## src/rtl/camerica_regfile.sv

```systemverilog
// Dual-port mailbox/doorbell register file between an HPS master (port A) and a NIOS master (port B).
// Each port sees the same address map, with pending flags, irq enables and overflow counters mirrored per direction.
module camerica_regfile #(
    parameter int NUM_MBOX  = 2,
    parameter int NUM_FLAGS = 4,
    parameter int STATUS_W  = 8,
    parameter int CTRL_W    = 4,
    parameter int ADDR_W    = 4
) (
    input  logic                clk_i,
    input  logic                rst_ni,
    input  logic [ADDR_W-1:0]   a_address_i,
    input  logic                a_bus_enable_i,
    input  logic                a_rw_i,
    input  logic [31:0]         a_write_data_i,
    output logic [31:0]         a_read_data_o,
    output logic                a_acknowledge_o,
    output logic                a_irq_o,
    input  logic [ADDR_W-1:0]   b_address_i,
    input  logic                b_bus_enable_i,
    input  logic                b_rw_i,
    input  logic [31:0]         b_write_data_i,
    output logic [31:0]         b_read_data_o,
    output logic                b_acknowledge_o,
    output logic                b_irq_o,
    input  logic [STATUS_W-1:0] ext_status_i,
    output logic [CTRL_W-1:0]   ctrl_out_o
);

    localparam int M = NUM_MBOX;
    localparam logic [ADDR_W-1:0] ADDR_STATUS = ADDR_W'(2*M);
    localparam logic [ADDR_W-1:0] ADDR_OWN    = ADDR_W'(2*M + 1);
    localparam logic [ADDR_W-1:0] ADDR_PEER   = ADDR_W'(2*M + 2);
    localparam logic [ADDR_W-1:0] ADDR_CTRL   = ADDR_W'(2*M + 3);
    localparam logic [ADDR_W-1:0] ADDR_OVF    = ADDR_W'(2*M + 4);

    logic [31:0]          a2b_mbox_q [M];
    logic [31:0]          b2a_mbox_q [M];
    logic                 a_ack_q, b_ack_q;
    logic [31:0]          a_rdata_q, a_rdata_d;
    logic [31:0]          b_rdata_q, b_rdata_d;
    logic [NUM_FLAGS-1:0] a2b_pend_q, a2b_pend_d;
    logic [NUM_FLAGS-1:0] b2a_pend_q, b2a_pend_d;
    logic [7:0]           a2b_ovf_q, a2b_ovf_d;
    logic [7:0]           b2a_ovf_q, b2a_ovf_d;
    logic [NUM_FLAGS-1:0] a_irqen_q, a_irqen_d;
    logic [NUM_FLAGS-1:0] b_irqen_q, b_irqen_d;
    logic [CTRL_W-1:0]    ctrl_q, ctrl_d;
    logic                 a_irq_q, a_irq_d;
    logic                 b_irq_q, b_irq_d;

    // A port only accepts while its acknowledge is low, giving one access per two cycles.
    logic a_acc, a_rd, a_wr, b_acc, b_rd, b_wr;
    assign a_acc = a_bus_enable_i & ~a_ack_q;
    assign b_acc = b_bus_enable_i & ~b_ack_q;
    assign a_rd  = a_acc &  a_rw_i;
    assign a_wr  = a_acc & ~a_rw_i;
    assign b_rd  = b_acc &  b_rw_i;
    assign b_wr  = b_acc & ~b_rw_i;

    logic a_wr_own, a_wr_peer, a_wr_ctrl, a_wr_ovf;
    logic b_wr_own, b_wr_peer, b_wr_ctrl, b_wr_ovf;
    assign a_wr_own  = a_wr && (a_address_i == ADDR_OWN);
    assign a_wr_peer = a_wr && (a_address_i == ADDR_PEER);
    assign a_wr_ctrl = a_wr && (a_address_i == ADDR_CTRL);
    assign a_wr_ovf  = a_wr && (a_address_i == ADDR_OVF);
    assign b_wr_own  = b_wr && (b_address_i == ADDR_OWN);
    assign b_wr_peer = b_wr && (b_address_i == ADDR_PEER);
    assign b_wr_ctrl = b_wr && (b_address_i == ADDR_CTRL);
    assign b_wr_ovf  = b_wr && (b_address_i == ADDR_OVF);

    logic [NUM_FLAGS-1:0] a_set, a_clr, b_set, b_clr;
    assign a_set = a_wr_peer ? a_write_data_i[NUM_FLAGS-1:0] : '0;
    assign a_clr = a_wr_own  ? a_write_data_i[NUM_FLAGS-1:0] : '0;
    assign b_set = b_wr_peer ? b_write_data_i[NUM_FLAGS-1:0] : '0;
    assign b_clr = b_wr_own  ? b_write_data_i[NUM_FLAGS-1:0] : '0;

    genvar gi;
    generate
        for (gi = 0; gi < M; gi++) begin : g_mbox
            always_ff @(posedge clk_i or negedge rst_ni) begin
                if (!rst_ni) begin
                    a2b_mbox_q[gi] <= '0;
                    b2a_mbox_q[gi] <= '0;
                end else begin
                    if (a_wr && (a_address_i == ADDR_W'(gi)))
                        a2b_mbox_q[gi] <= a_write_data_i;
                    if (b_wr && (b_address_i == ADDR_W'(M + gi)))
                        b2a_mbox_q[gi] <= b_write_data_i;
                end
            end
        end
    endgenerate

    // Set beats clear when both hit the same bit in one cycle.
    always_comb begin
        a2b_pend_d = (a2b_pend_q & ~b_clr) | a_set;
        b2a_pend_d = (b2a_pend_q & ~a_clr) | b_set;

        a2b_ovf_d = a2b_ovf_q;
        if (b_wr_ovf)
            a2b_ovf_d = '0;
        else if (|(a_set & a2b_pend_q) && (a2b_ovf_q != 8'hFF))
            a2b_ovf_d = a2b_ovf_q + 8'd1;

        b2a_ovf_d = b2a_ovf_q;
        if (a_wr_ovf)
            b2a_ovf_d = '0;
        else if (|(b_set & b2a_pend_q) && (b2a_ovf_q != 8'hFF))
            b2a_ovf_d = b2a_ovf_q + 8'd1;

        a_irqen_d = a_wr_ctrl ? a_write_data_i[NUM_FLAGS-1:0] : a_irqen_q;
        ctrl_d    = a_wr_ctrl ? CTRL_W'(a_write_data_i >> 16) : ctrl_q;
        b_irqen_d = b_wr_ctrl ? b_write_data_i[NUM_FLAGS-1:0] : b_irqen_q;

        a_irq_d = |(b2a_pend_q & a_irqen_q);
        b_irq_d = |(a2b_pend_q & b_irqen_q);
    end

    always_comb begin
        a_rdata_d = '0;
        if (a_rd) begin
            for (int i = 0; i < M; i++) begin
                if (a_address_i == ADDR_W'(i))     a_rdata_d = a2b_mbox_q[i];
                if (a_address_i == ADDR_W'(M + i)) a_rdata_d = b2a_mbox_q[i];
            end
            case (a_address_i)
                ADDR_STATUS: a_rdata_d = 32'(ext_status_i);
                ADDR_OWN:    a_rdata_d = 32'(b2a_pend_q);
                ADDR_PEER:   a_rdata_d = 32'(a2b_pend_q);
                ADDR_CTRL:   a_rdata_d = 32'(a_irqen_q) | (32'(ctrl_q) << 16);
                ADDR_OVF:    a_rdata_d = {16'b0, b2a_ovf_q, a2b_ovf_q};
                default:     ;
            endcase
        end
    end

    always_comb begin
        b_rdata_d = '0;
        if (b_rd) begin
            for (int i = 0; i < M; i++) begin
                if (b_address_i == ADDR_W'(i))     b_rdata_d = a2b_mbox_q[i];
                if (b_address_i == ADDR_W'(M + i)) b_rdata_d = b2a_mbox_q[i];
            end
            case (b_address_i)
                ADDR_STATUS: b_rdata_d = 32'(ext_status_i);
                ADDR_OWN:    b_rdata_d = 32'(a2b_pend_q);
                ADDR_PEER:   b_rdata_d = 32'(b2a_pend_q);
                ADDR_CTRL:   b_rdata_d = 32'(b_irqen_q);
                ADDR_OVF:    b_rdata_d = {16'b0, b2a_ovf_q, a2b_ovf_q};
                default:     ;
            endcase
        end
    end

    always_ff @(posedge clk_i or negedge rst_ni) begin
        if (!rst_ni) begin
            a_ack_q    <= 1'b0;
            b_ack_q    <= 1'b0;
            a_rdata_q  <= '0;
            b_rdata_q  <= '0;
            a2b_pend_q <= '0;
            b2a_pend_q <= '0;
            a2b_ovf_q  <= '0;
            b2a_ovf_q  <= '0;
            a_irqen_q  <= '0;
            b_irqen_q  <= '0;
            ctrl_q     <= '0;
            a_irq_q    <= 1'b0;
            b_irq_q    <= 1'b0;
        end else begin
            a_ack_q    <= a_acc;
            b_ack_q    <= b_acc;
            a_rdata_q  <= a_rdata_d;
            b_rdata_q  <= b_rdata_d;
            a2b_pend_q <= a2b_pend_d;
            b2a_pend_q <= b2a_pend_d;
            a2b_ovf_q  <= a2b_ovf_d;
            b2a_ovf_q  <= b2a_ovf_d;
            a_irqen_q  <= a_irqen_d;
            b_irqen_q  <= b_irqen_d;
            ctrl_q     <= ctrl_d;
            a_irq_q    <= a_irq_d;
            b_irq_q    <= b_irq_d;
        end
    end

    assign a_read_data_o   = a_rdata_q;
    assign a_acknowledge_o = a_ack_q;
    assign a_irq_o         = a_irq_q;
    assign b_read_data_o   = b_rdata_q;
    assign b_acknowledge_o = b_ack_q;
    assign b_irq_o         = b_irq_q;
    assign ctrl_out_o      = ctrl_q;

endmodule

```

## config.mk

```make
export PLATFORM = sky130hd
export DESIGN_NAME = camerica_regfile
export DESIGN_NICKNAME = d
export VERILOG_FILES = /design/src/rtl/camerica_regfile.sv
export SDC_FILE = /design/constraint.sdc
export NUM_CORES = 1
export LEC_CHECK = 0
export ABC_AREA = 1
export CAP_MARGIN = 30
export CORE_MARGIN = 5
export CORE_UTILIZATION = 50
export DETAILED_ROUTE_END_ITERATION = 7
export GPL_TIMING_DRIVEN = 1
export PLACE_DENSITY = 0.74
export SYNTH_ARGS = -nofsm -noshare
export SYNTH_HDL_FRONTEND = slang
export SYNTH_SLANG_ARGS = --single-unit
export TNS_END_PERCENT = 100
```

## constraint.sdc

```tcl
create_clock -name clk_i -period 1.5 [get_ports clk_i]
set_input_delay 0.375 -clock clk_i [delete_from_list [all_inputs] [get_ports clk_i]]
set_output_delay 0.375 -clock clk_i [all_outputs]
set_load 0.01 [all_outputs]
```

==> results of run 1 <==
==> area by class of cell <==
class                           count  area share
Clock buffer                       39      0.0488
Timing Repair Buffer              309       0.187
Clock inverter                      6      0.0103
Inverter                          185      0.0466
Multi-Input combinational cell    855       0.300
Tap cell                          280      0.0232
Sequential cell                   232       0.384
==> cell usage in the layout, fill, tap and decap left out, types with 5 or more instances in the layout <==
cell and count:
o22ai_1 52, inv_2 10, buf_6 7, a31oi_1 14
nand3_4 5, o21ai_1 31, clkbuf_8 6, clkbuf_1 8
nand3_1 38, a21oi_1 106, bufinv_16 5, inv_1 171
nor2_2 6, nor2_1 23, o21ai_0 202, dlygate4sd2_1 8
nand2_1 258, clkdlybuf4s15_1 11, buf_4 116, nand3_2 9
o221ai_1 6, xor2_1 10, o211ai_1 17, clkbuf_2 18
dfrtp_1 232, clkbuf_16 29, buf_12 23, nand2_2 10
clkdlybuf4s50_1 76, nor2_4 13, nand2_4 8, nand4_1 24
buf_2 38
==> kinds of logic after synthesis <==
family	synth area share
buf+inv	0.0901
xor+xnor	0.00791
fa+ha+maj	0.00226
flops	0.524
simple gates	0.160
compound gates	0.216
==> cell usage after synthesis <==
cell       number  area [um2]
nor2_1         30         113
inv_2           8        30.0
clkinv_2        1        5.00
clkbuf_1       30         113
nand4_1        24         150
a211oi_1        2        15.0
nand3_4         1        17.5
xor2_1         10        87.6
nor2_4          5        56.3
nand3_1        46         230
nor3_2          2        20.0
ha_1            2        25.0
nand2_1       267        1000
o21a_1          2        15.0
buf_6           1        11.3
a21oi_1       106         531
nor3_1          4        20.0
inv_1         176         661
nand2_4         1        11.3
o211ai_1       17         128
o21ai_0       216        1080
o221ai_1        6        52.6
o2111ai_1       3        26.3
nand3_2         4        40.0
o22ai_1        53         332
o21ai_2         2        17.5
buf_4           5        37.5
nor2_2          7        43.8
buf_2          28         140
dfrtp_1       232        5810
nand2_2        10        62.6
a31oi_1        14        87.6
o31ai_1         2        15.0
o21ai_1        18        90.1
==> metrics by stage <==
stage | instance area [um2] | std cells | setup slack [ns] | setup TNS (ns)
detailed placement | 14000 | 1844 | -0.712 | -127.35
global placement | 14000 | 1844 | -0.715 | -121.10
CTS | 15000 | 1900 | -0.0524 | -0.0597
floorplan | 11100 | 1335 | 0.0551 | 0
global route | 15100 | 1906 | -0.112 | -2.04
finish | 15100 | 1906 | -0.0284 | -0.0594
==> routing by layer <==
layer  up-vias  track usage  routed length, um
met1      5265        0.391              15000
met2       632        0.461              17800
li1       5018            -                  -
met5         -            0                  0
met4         0       0.0868               1350
met3       123       0.0505               3620
==> registers in the layout, indices dropped and copies added (netlist names) <==
signal,flops
b2a_pend_q,4
a2b_pend_q,4
b_irq_o,1
b_irqen_q,4
a2b_mbox_q,64
a_read_data_o,32
a_acknowledge_o,1
a_irqen_q,4
ctrl_out_o,4
b_read_data_o,32
b2a_mbox_q,64
b_acknowledge_o,1
a2b_ovf_q,8
a_irq_o,1
b2a_ovf_q,8
==> worst max-delay path, cell delays in order, from the launching register on <==
cell and delay [ns]:
dfrtp_1 0.39, buf_4 0.14, buf_6 0.11
==> where the power goes <==
part,leakage (nW),switching (mW),internal (mW)
clock,0.435,2.50,4.22
sequential,3.12,0.523,6.96
combinational,3.71,1.29,0.978
total,7.26,4.31,12.2
==> how the worst min path moves through the flow <==
stage | startpoint | end | slack, ns
finish | rst_ni | b_read_data_o[19] | 0.31
CTS | rst_ni | b_read_data_o[19] | 0.31
detailed placement | rst_ni | b_read_data_o[18] | 0.26
global route | rst_ni | a_read_data_o[18] | 0.34
floorplan | rst_ni | a2b_mbox_q[0] | 0.08
global placement | rst_ni | b_read_data_o[19] | 0.25
==> what timing repair did <==
item                       in CTS  in global routing
hold buffers                    1                  0
pin swaps                      12                 30
gates resized for setup       268                 74
setup endpoints to repair     220                146
buffers inserted                9                  2
hold endpoints to repair       25                  0
cloned                          1                  4
==> flow_metrics.env, run 1 <==
export IMPL_synthCells=1335
export IMPL_drc=0
export IMPL_peakVddDrop_mv=0.723
export IMPL_fin_util=0.693
export IMPL_syn_area_per_cell_um2=8.29
export IMPL_ff2ff_path_depth=9
export IMPL_cts_max_path_buffers=3
export IMPL_hp_class="in2async"
export IMPL_hold_viol=0
export IMPL_area_growth_pct=36.6
export IMPL_syn_area_um2=11100
export IMPL_timing_fmax_mhz=654
export IMPL_seq_area_frac_synth=0.524
export IMPL_total_power_mw=16.5
export IMPL_drt_iter0_markers=956
export IMPL_drtAntennaViolNets=0
export IMPL_htree_levels=1
export IMPL_rsz0062_at_grt="true"
export IMPL_p_per_area_nw_per_um2=1090
export IMPL_diodes=0
export IMPL_crit_fanout=2
export IMPL_critical_path_class="reg2out"
export IMPL_end_kind="output port"
export IMPL_port_buffers=157
export IMPL_drv_cap=0
export IMPL_syn_num_nets=1423
export IMPL_n_fill_cell=1672
export IMPL_cts_root_buf="clkbuf_16"
export IMPL_die_h_um=159
export IMPL_crit_path_end="a_acknowledge_o"
export IMPL_antenna_found_initial=0
export IMPL_row_count=54
export IMPL_status="finished, violations left"
export IMPL_clk_latency_ns=0.52
export IMPL_ff_latch_area_um2=5810
export IMPL_io_pins=158
export IMPL_rr_endpoint="b2a_ovf_q[2]"
export IMPL_grt_pass1_vias=11000
export IMPL_wirelength_um=37800
export IMPL_drt_vias_per_instance=5.79
export IMPL_dr_pass1_iters=6
export IMPL_die_width_um=159
export IMPL_gp_congestion=0.963
export IMPL_multiInputGateArea_um2=4540
export IMPL_period_minus_slack_ns=1.53
export IMPL_clock_skew_ns=0.00605
export IMPL_fp_coreArea_um2=21800
export IMPL_finalNetCount=1696
export IMPL_worstPathRequired_ns=1.12
export IMPL_slew_viol_final=0
export IMPL_via_count=11000
export IMPL_cts_tree="yes"
export IMPL_grt_max_degree=63
export IMPL_r2r_slack_ns=-0.02
export IMPL_setup_violations=5
export IMPL_ys_ff_latch=232
export IMPL_leakage_nw=7.26
export IMPL_period_share=1.02
export IMPL_grt_util_all_layers=0.284
export IMPL_clkTransAtPathRegs_ns=0.06
export IMPL_grt_overflow=0
export IMPL_clock_sinks=232
export IMPL_numCtsBuffers=25
export IMPL_die_area_um2=25200
export IMPL_initial_utilization=0.507
export IMPL_fin_ws_ns=-0.0284
export IMPL_yosys_warnings=0
export IMPL_grt_pass1_wl_um=59000
export IMPL_drive_above_1_share=0.199
export IMPL_reg2reg_from="b_acknowledge_o"
export IMPL_wire_per_inst_um=19.8
export IMPL_ys_types=34
export IMPL_worst_hold_slack_ns=0.310
export IMPL_dp_hpwl_um=26000
export IMPL_max_slew_worst_pin_slew_ns=0.351
export IMPL_violations="setup timing"
export IMPL_crit_path_start_kind="flip-flop"
export IMPL_max_slew_margin=0.765
export IMPL_arrival_ns=1.15
export IMPL_crit_start="a_acknowledge_o"
Power figures use the tool's default switching activity.
==> run 2, diff against run 1 <==
--- a/config.mk
+++ b/config.mk
@@ -8,10 +8,10 @@
 export ABC_AREA = 1
 export CAP_MARGIN = 30
 export CORE_MARGIN = 5
-export CORE_UTILIZATION = 50
+export CORE_UTILIZATION = 59
 export DETAILED_ROUTE_END_ITERATION = 7
 export GPL_TIMING_DRIVEN = 1
-export PLACE_DENSITY = 0.74
+export PLACE_DENSITY = 0.82
 export SYNTH_ARGS = -nofsm -noshare
 export SYNTH_HDL_FRONTEND = slang
 export SYNTH_SLANG_ARGS = --single-unit
==> constraint.sdc (replaced) <==
create_clock -name clk_i -period 1.9 [get_ports clk_i]
set_input_delay 0.475 -clock clk_i [delete_from_list [all_inputs] [get_ports clk_i]]
set_output_delay 0.475 -clock clk_i [all_outputs]
set_load 0.01 [all_outputs]
==> flow_metrics.env, run 2 (synthesis results as in run 1) <==
export IMPL_max_slew_worst_pin_slew_ns=0.663
export IMPL_end_kind="output port"
export IMPL_fp_coreArea_um2=18600
export IMPL_worstPathRequired_ns=1.42
export IMPL_place_ws_ns=-0.427
export IMPL_numCtsBuffers=25
export IMPL_final_common_cell="nand2_1"
export IMPL_period_share=0.986
export IMPL_status="complete, no violations"
export IMPL_grt_use_met3=0.0722
export IMPL_die_area_um2=21600
export IMPL_clk_latency_ns=0.52
export IMPL_crit_chain="clkdlybuf4s50_1"
export IMPL_drt_iter0_markers=1143
export IMPL_row_count=50
export IMPL_period_minus_slack_ns=1.87
export IMPL_grtUsageMet2=0.522
export IMPL_crit_path_start_kind="flip-flop"
export IMPL_total_power_mw=12.7
export IMPL_drt_vias_per_instance=6.00
export IMPL_drtAntennaViolNets=0
export IMPL_clock_skew_ns=0.00672
export IMPL_critPathBufInv=1
export IMPL_drv_cap=0
export IMPL_drive_above_1_share=0.119
export IMPL_use_met1=0.424
export IMPL_leakage_nw=6.98
export IMPL_die_width_um=147
export IMPL_finalNetCount=1644
export IMPL_clkTransAtPathRegs_ns=0.06
export IMPL_dp_hpwl_um=25300
export IMPL_cts_root_buf="clkbuf_16"
export IMPL_grt_pass1_vias=10900
export IMPL_hold_viol=0
export IMPL_io_pins=158
export IMPL_worst_hold_slack_ns=0.355
export IMPL_area_growth_pct=31.5
export IMPL_fin_ws_ns=0.0269
export IMPL_slew_viol_final=0
export IMPL_grt_max_degree=64
export IMPL_wirelength_um=35300
export IMPL_top_usage_layer="met2"
export IMPL_diodes=0
export IMPL_wire_per_inst_um=19.5
export IMPL_htree_levels=1
export IMPL_critical_path_class="reg2out"
export IMPL_p_per_area_nw_per_um2=872
export IMPL_port_buffers=157
export IMPL_grt_util_all_layers=0.322
export IMPL_timing_fmax_mhz=534
export IMPL_via_count=10900
export IMPL_gp_congestion=1.01
export IMPL_cts_max_path_buffers=3
export IMPL_cts_tree="yes"
export IMPL_peakVddDrop_mv=0.727
export IMPL_drc=0
export IMPL_arrival_ns=1.40
export IMPL_hp_class="in2async"
export IMPL_crit_family="buffers and inverters"
export IMPL_layout_common_cells="266 x nand2_1, 232 x dfrtp_1, 216 x o21ai_0"
export IMPL_reg_top3="a2b_mbox_q: 64 flops, b2a_mbox_q: 64 flops"
export IMPL_die_h_um=147
export IMPL_max_slew_margin=0.556
export IMPL_dr_pass1_iters=6
export IMPL_post_cts_buffers=0
export IMPL_cp_slowest_stage_delay_ns=0.54
export IMPL_crit_fanout=1
export IMPL_grt_overflow=0
export IMPL_cp_slowest_cell="clkdlybuf4s50_1"
export IMPL_grt_pass1_wl_um=56100
export IMPL_initial_utilization=0.596
export IMPL_clock_sinks=232
export IMPL_antenna_found_initial=0
export IMPL_setup_violations=0
run 2: per-layer routing:
layer,wire (um),share of wire,vias to the layer above
met5,0,0,-
met4,1490,0.042,0
met3,3520,0.10,138
met2,16800,0.47,643
met1,13500,0.38,5162
li1,-,-,4912
run 2: path summary, 6_finish.rpt:
check,from,to,slack [ns],cells past startpoint
min in group clk_i,b2a_mbox_q[39],b2a_mbox_q[39],0.49,2
min,rst_ni,b2a_mbox_q[54],0.36,2
min reg2reg,b2a_mbox_q[39],b2a_mbox_q[39],0.49,2
max,b_read_data_o[23],b_read_data_o[23],0.03,1
max in group asynchronous,rst_ni,a2b_ovf_q[2],0.99,3
max reg2reg,a2b_ovf_q[1],a2b_ovf_q[2],0.15,7
run 2: repair_timing:
item,in CTS,in global routing
gates resized for setup,14,11
hold buffers,1,0
hold endpoints to repair,7,0
endpoints found under the setup margin,14,13
run 2: stage by stage:
| stage | TNS [ns] | cell area (um2) | utilization | cells |
|---|---|---|---|---|
| floorplan | 0 | 11100 | - | 1335 |
| global placement | -41.63 | 13700 | 0.736 | 1762 |
| detailed placement | -49.55 | 13700 | 0.736 | 1762 |
| CTS | 0 | 14500 | 0.782 | 1808 |
| global route | -0.00649 | 14600 | 0.784 | 1808 |
| finish | 0 | 14600 | 0.784 | 1808 |
run 2: cell type report:
cell class / instances / area, um2
Clock inverter: 11 / 133
Multi-Input combinational cell: 854 / 4280
Clock buffer: 34 / 729
Tap cell: 234 / 293
Sequential cell: 232 / 5810
Fill cell: 1240 / 4020
Inverter: 185 / 696
Timing Repair Buffer: 258 / 2630
run 2: power breakdown:
part	total [mW]	internal (mW)	switching, mW
combinational	1.69	0.725	0.964
clock	5.08	3.08	2.00
sequential	5.92	5.49	0.429
total	12.7	9.30	3.39
==> run 3, diff against run 2 <==
--- a/config.mk
+++ b/config.mk
@@ -12,6 +12,7 @@
 export DETAILED_ROUTE_END_ITERATION = 7
 export GPL_TIMING_DRIVEN = 1
 export PLACE_DENSITY = 0.82
+export SKIP_CTS_REPAIR_TIMING = 1
 export SYNTH_ARGS = -nofsm -noshare
 export SYNTH_HDL_FRONTEND = slang
 export SYNTH_SLANG_ARGS = --single-unit
==> flow_metrics.env, run 3 (synthesis results as in run 1) <==
export IMPL_hp_class="in2async"
export IMPL_total_power_mw=12.7
export IMPL_cts_root_buf="clkbuf_16"
export IMPL_period_share=0.987
export IMPL_crit_path_start_kind="flip-flop"
export IMPL_max_slew_margin=0.581
export IMPL_dp_hpwl_um=25300
export IMPL_antenna_found_initial=0
export IMPL_final_common_cell="nand2_1"
export IMPL_drv_cap=0
export IMPL_fin_util=0.787
export IMPL_wirelength_um=35500
export IMPL_cp_slowest_cell="clkdlybuf4s50_1"
export IMPL_grt_pass1_vias=10900
export IMPL_initial_utilization=0.596
export IMPL_cp_slowest_stage_delay_ns=0.54
export IMPL_leakage_nw=7.16
export IMPL_multiInputGateArea_um2=4280
export IMPL_grt_overflow=0
export IMPL_drtAntennaViolNets=0
export IMPL_layout_common_cells="266 x nand2_1, 232 x dfrtp_1, 216 x o21ai_0"
export IMPL_peakVddDrop_mv=0.728
export IMPL_slew_viol_final=0
export IMPL_port_buffers=157
export IMPL_crit_chain="clkdlybuf4s50_1"
export IMPL_p_per_area_nw_per_um2=869
export IMPL_arrival_ns=1.40
export IMPL_fin_tns_setup_ns=0
export IMPL_dr_pass1_iters=5
export IMPL_clk_latency_ns=0.52
export IMPL_clock_sinks=232
export IMPL_via_count=10900
export IMPL_drt_iter0_markers=1169
export IMPL_numCtsBuffers=25
export IMPL_drt_vias_per_instance=6.03
export IMPL_fp_coreArea_um2=18600
export IMPL_diodes=0
export IMPL_p_sw_mw=3.40
export IMPL_critical_path_class="reg2out"
export IMPL_htree_levels=1
export IMPL_crit_family="buffers and inverters"
export IMPL_area_growth_pct=32.1
export IMPL_setup_violations=0
export IMPL_ff_latch_area_um2=5810
export IMPL_grt_pass1_wl_um=56100
export IMPL_critPathBufInv=1
export IMPL_gp_congestion=1.01
export IMPL_clkPwrFrac=0.400
export IMPL_die_area_um2=21600
export IMPL_clkTransAtPathRegs_ns=0.06
export IMPL_n_fill_cell=1221
export IMPL_grt_util_all_layers=0.322
export IMPL_combinationalPowerShare=0.134
export IMPL_worst_hold_slack_ns=0.355
export IMPL_drive_above_1_share=0.119
export IMPL_row_count=50
export IMPL_status="complete, no violations"
export IMPL_drc=0
export IMPL_period_minus_slack_ns=1.87
export IMPL_crit_fanout=1
export IMPL_p_sw_frac=0.268
export IMPL_die_width_um=147
export IMPL_clock_skew_ns=0.00693
export IMPL_p_int_mw=9.31
export IMPL_wire_per_inst_um=19.6
export IMPL_hold_viol=0
export IMPL_io_pins=158
export IMPL_die_h_um=147
export IMPL_grt_max_degree=64
export IMPL_seqPwrFrac=0.466
export IMPL_end_kind="output port"
export IMPL_cts_max_path_buffers=3
export IMPL_finalNetCount=1645
export IMPL_timing_fmax_mhz=533
export IMPL_worstPathRequired_ns=1.42
export IMPL_max_slew_worst_pin_slew_ns=0.626
export IMPL_cts_tree="yes"
export IMPL_reg_top3="a2b_mbox_q: 64 flops, b2a_mbox_q: 64 flops"
-- run 3: cell types whose count changed in the layout (fill, tap and decap cells not counted), sizes merged --
| cell | previous run | this run |
|---|---|---|
| dlymetal6s2s | 9 | 23 |
| buf | 101 | 102 |
| dlygate4sd2 | 14 | 0 |
-- run 3: final timing paths --
kind                       cells after the start               from  slack [ns]           endpoint
min in group clk_i                             2     b2a_mbox_q[39]        0.49     b2a_mbox_q[39]
setup / recovery                               1  b_read_data_o[23]        0.03  b_read_data_o[23]
setup reg to reg                               7       a2b_ovf_q[1]        0.13       a2b_ovf_q[2]
hold reg to reg                                2     b2a_mbox_q[39]        0.49     b2a_mbox_q[39]
hold / removal                                 2             rst_ni        0.36     b2a_mbox_q[19]
max in group asynchronous                      3             rst_ni        0.99     a2b_mbox_q[26]
-- run 3: metrics by stage --
stage / setup WS (ns) / cells / area, um2
after global placement: -0.345 / 1762 / 13700
after floorplan: 0.428 / 1335 / 11100
after global routing: -0.00649 / 1809 / 14600
final: 0.0253 / 1809 / 14600
after detailed placement: -0.427 / 1762 / 13700
after CTS: -0.103 / 1807 / 14500
-- run 3: area by class of cell --
| cell class | instances | share of cell area |
|---|---|---|
| clock inverters | 11 | 0.00907 |
| well taps | 234 | 0.0200 |
| repair buffers | 259 | 0.184 |
| clock buffers | 34 | 0.0499 |
| inverters | 185 | 0.0476 |
| multi-input cells | 854 | 0.292 |
| flip-flops and latches | 232 | 0.397 |
-- run 3: per-layer routing --
| layer | vias to the layer above | global-route usage | wire length [um] |
|---|---|---|---|
| met5 | - | 0 | 0 |
| met4 | 0 | 0.134 | 1460 |
| met3 | 129 | 0.0725 | 3600 |
| met2 | 660 | 0.522 | 16800 |
| met1 | 5199 | 0.423 | 13600 |
| li1 | 4914 | - | - |
-- run 3: power by group through the flow --
| stage | registers, mW | clock network [mW] | logic, mW |
|---|---|---|---|
| floorplan | 5.88 | 0 | 0.839 |
| finish | 5.92 | 5.09 | 1.71 |
| CTS | 5.91 | 5.09 | 1.69 |
| detailed placement | 5.98 | 0 | 1.67 |
| global route | 5.98 | 5.30 | 1.89 |
| global placement | 5.96 | 0 | 1.59 |
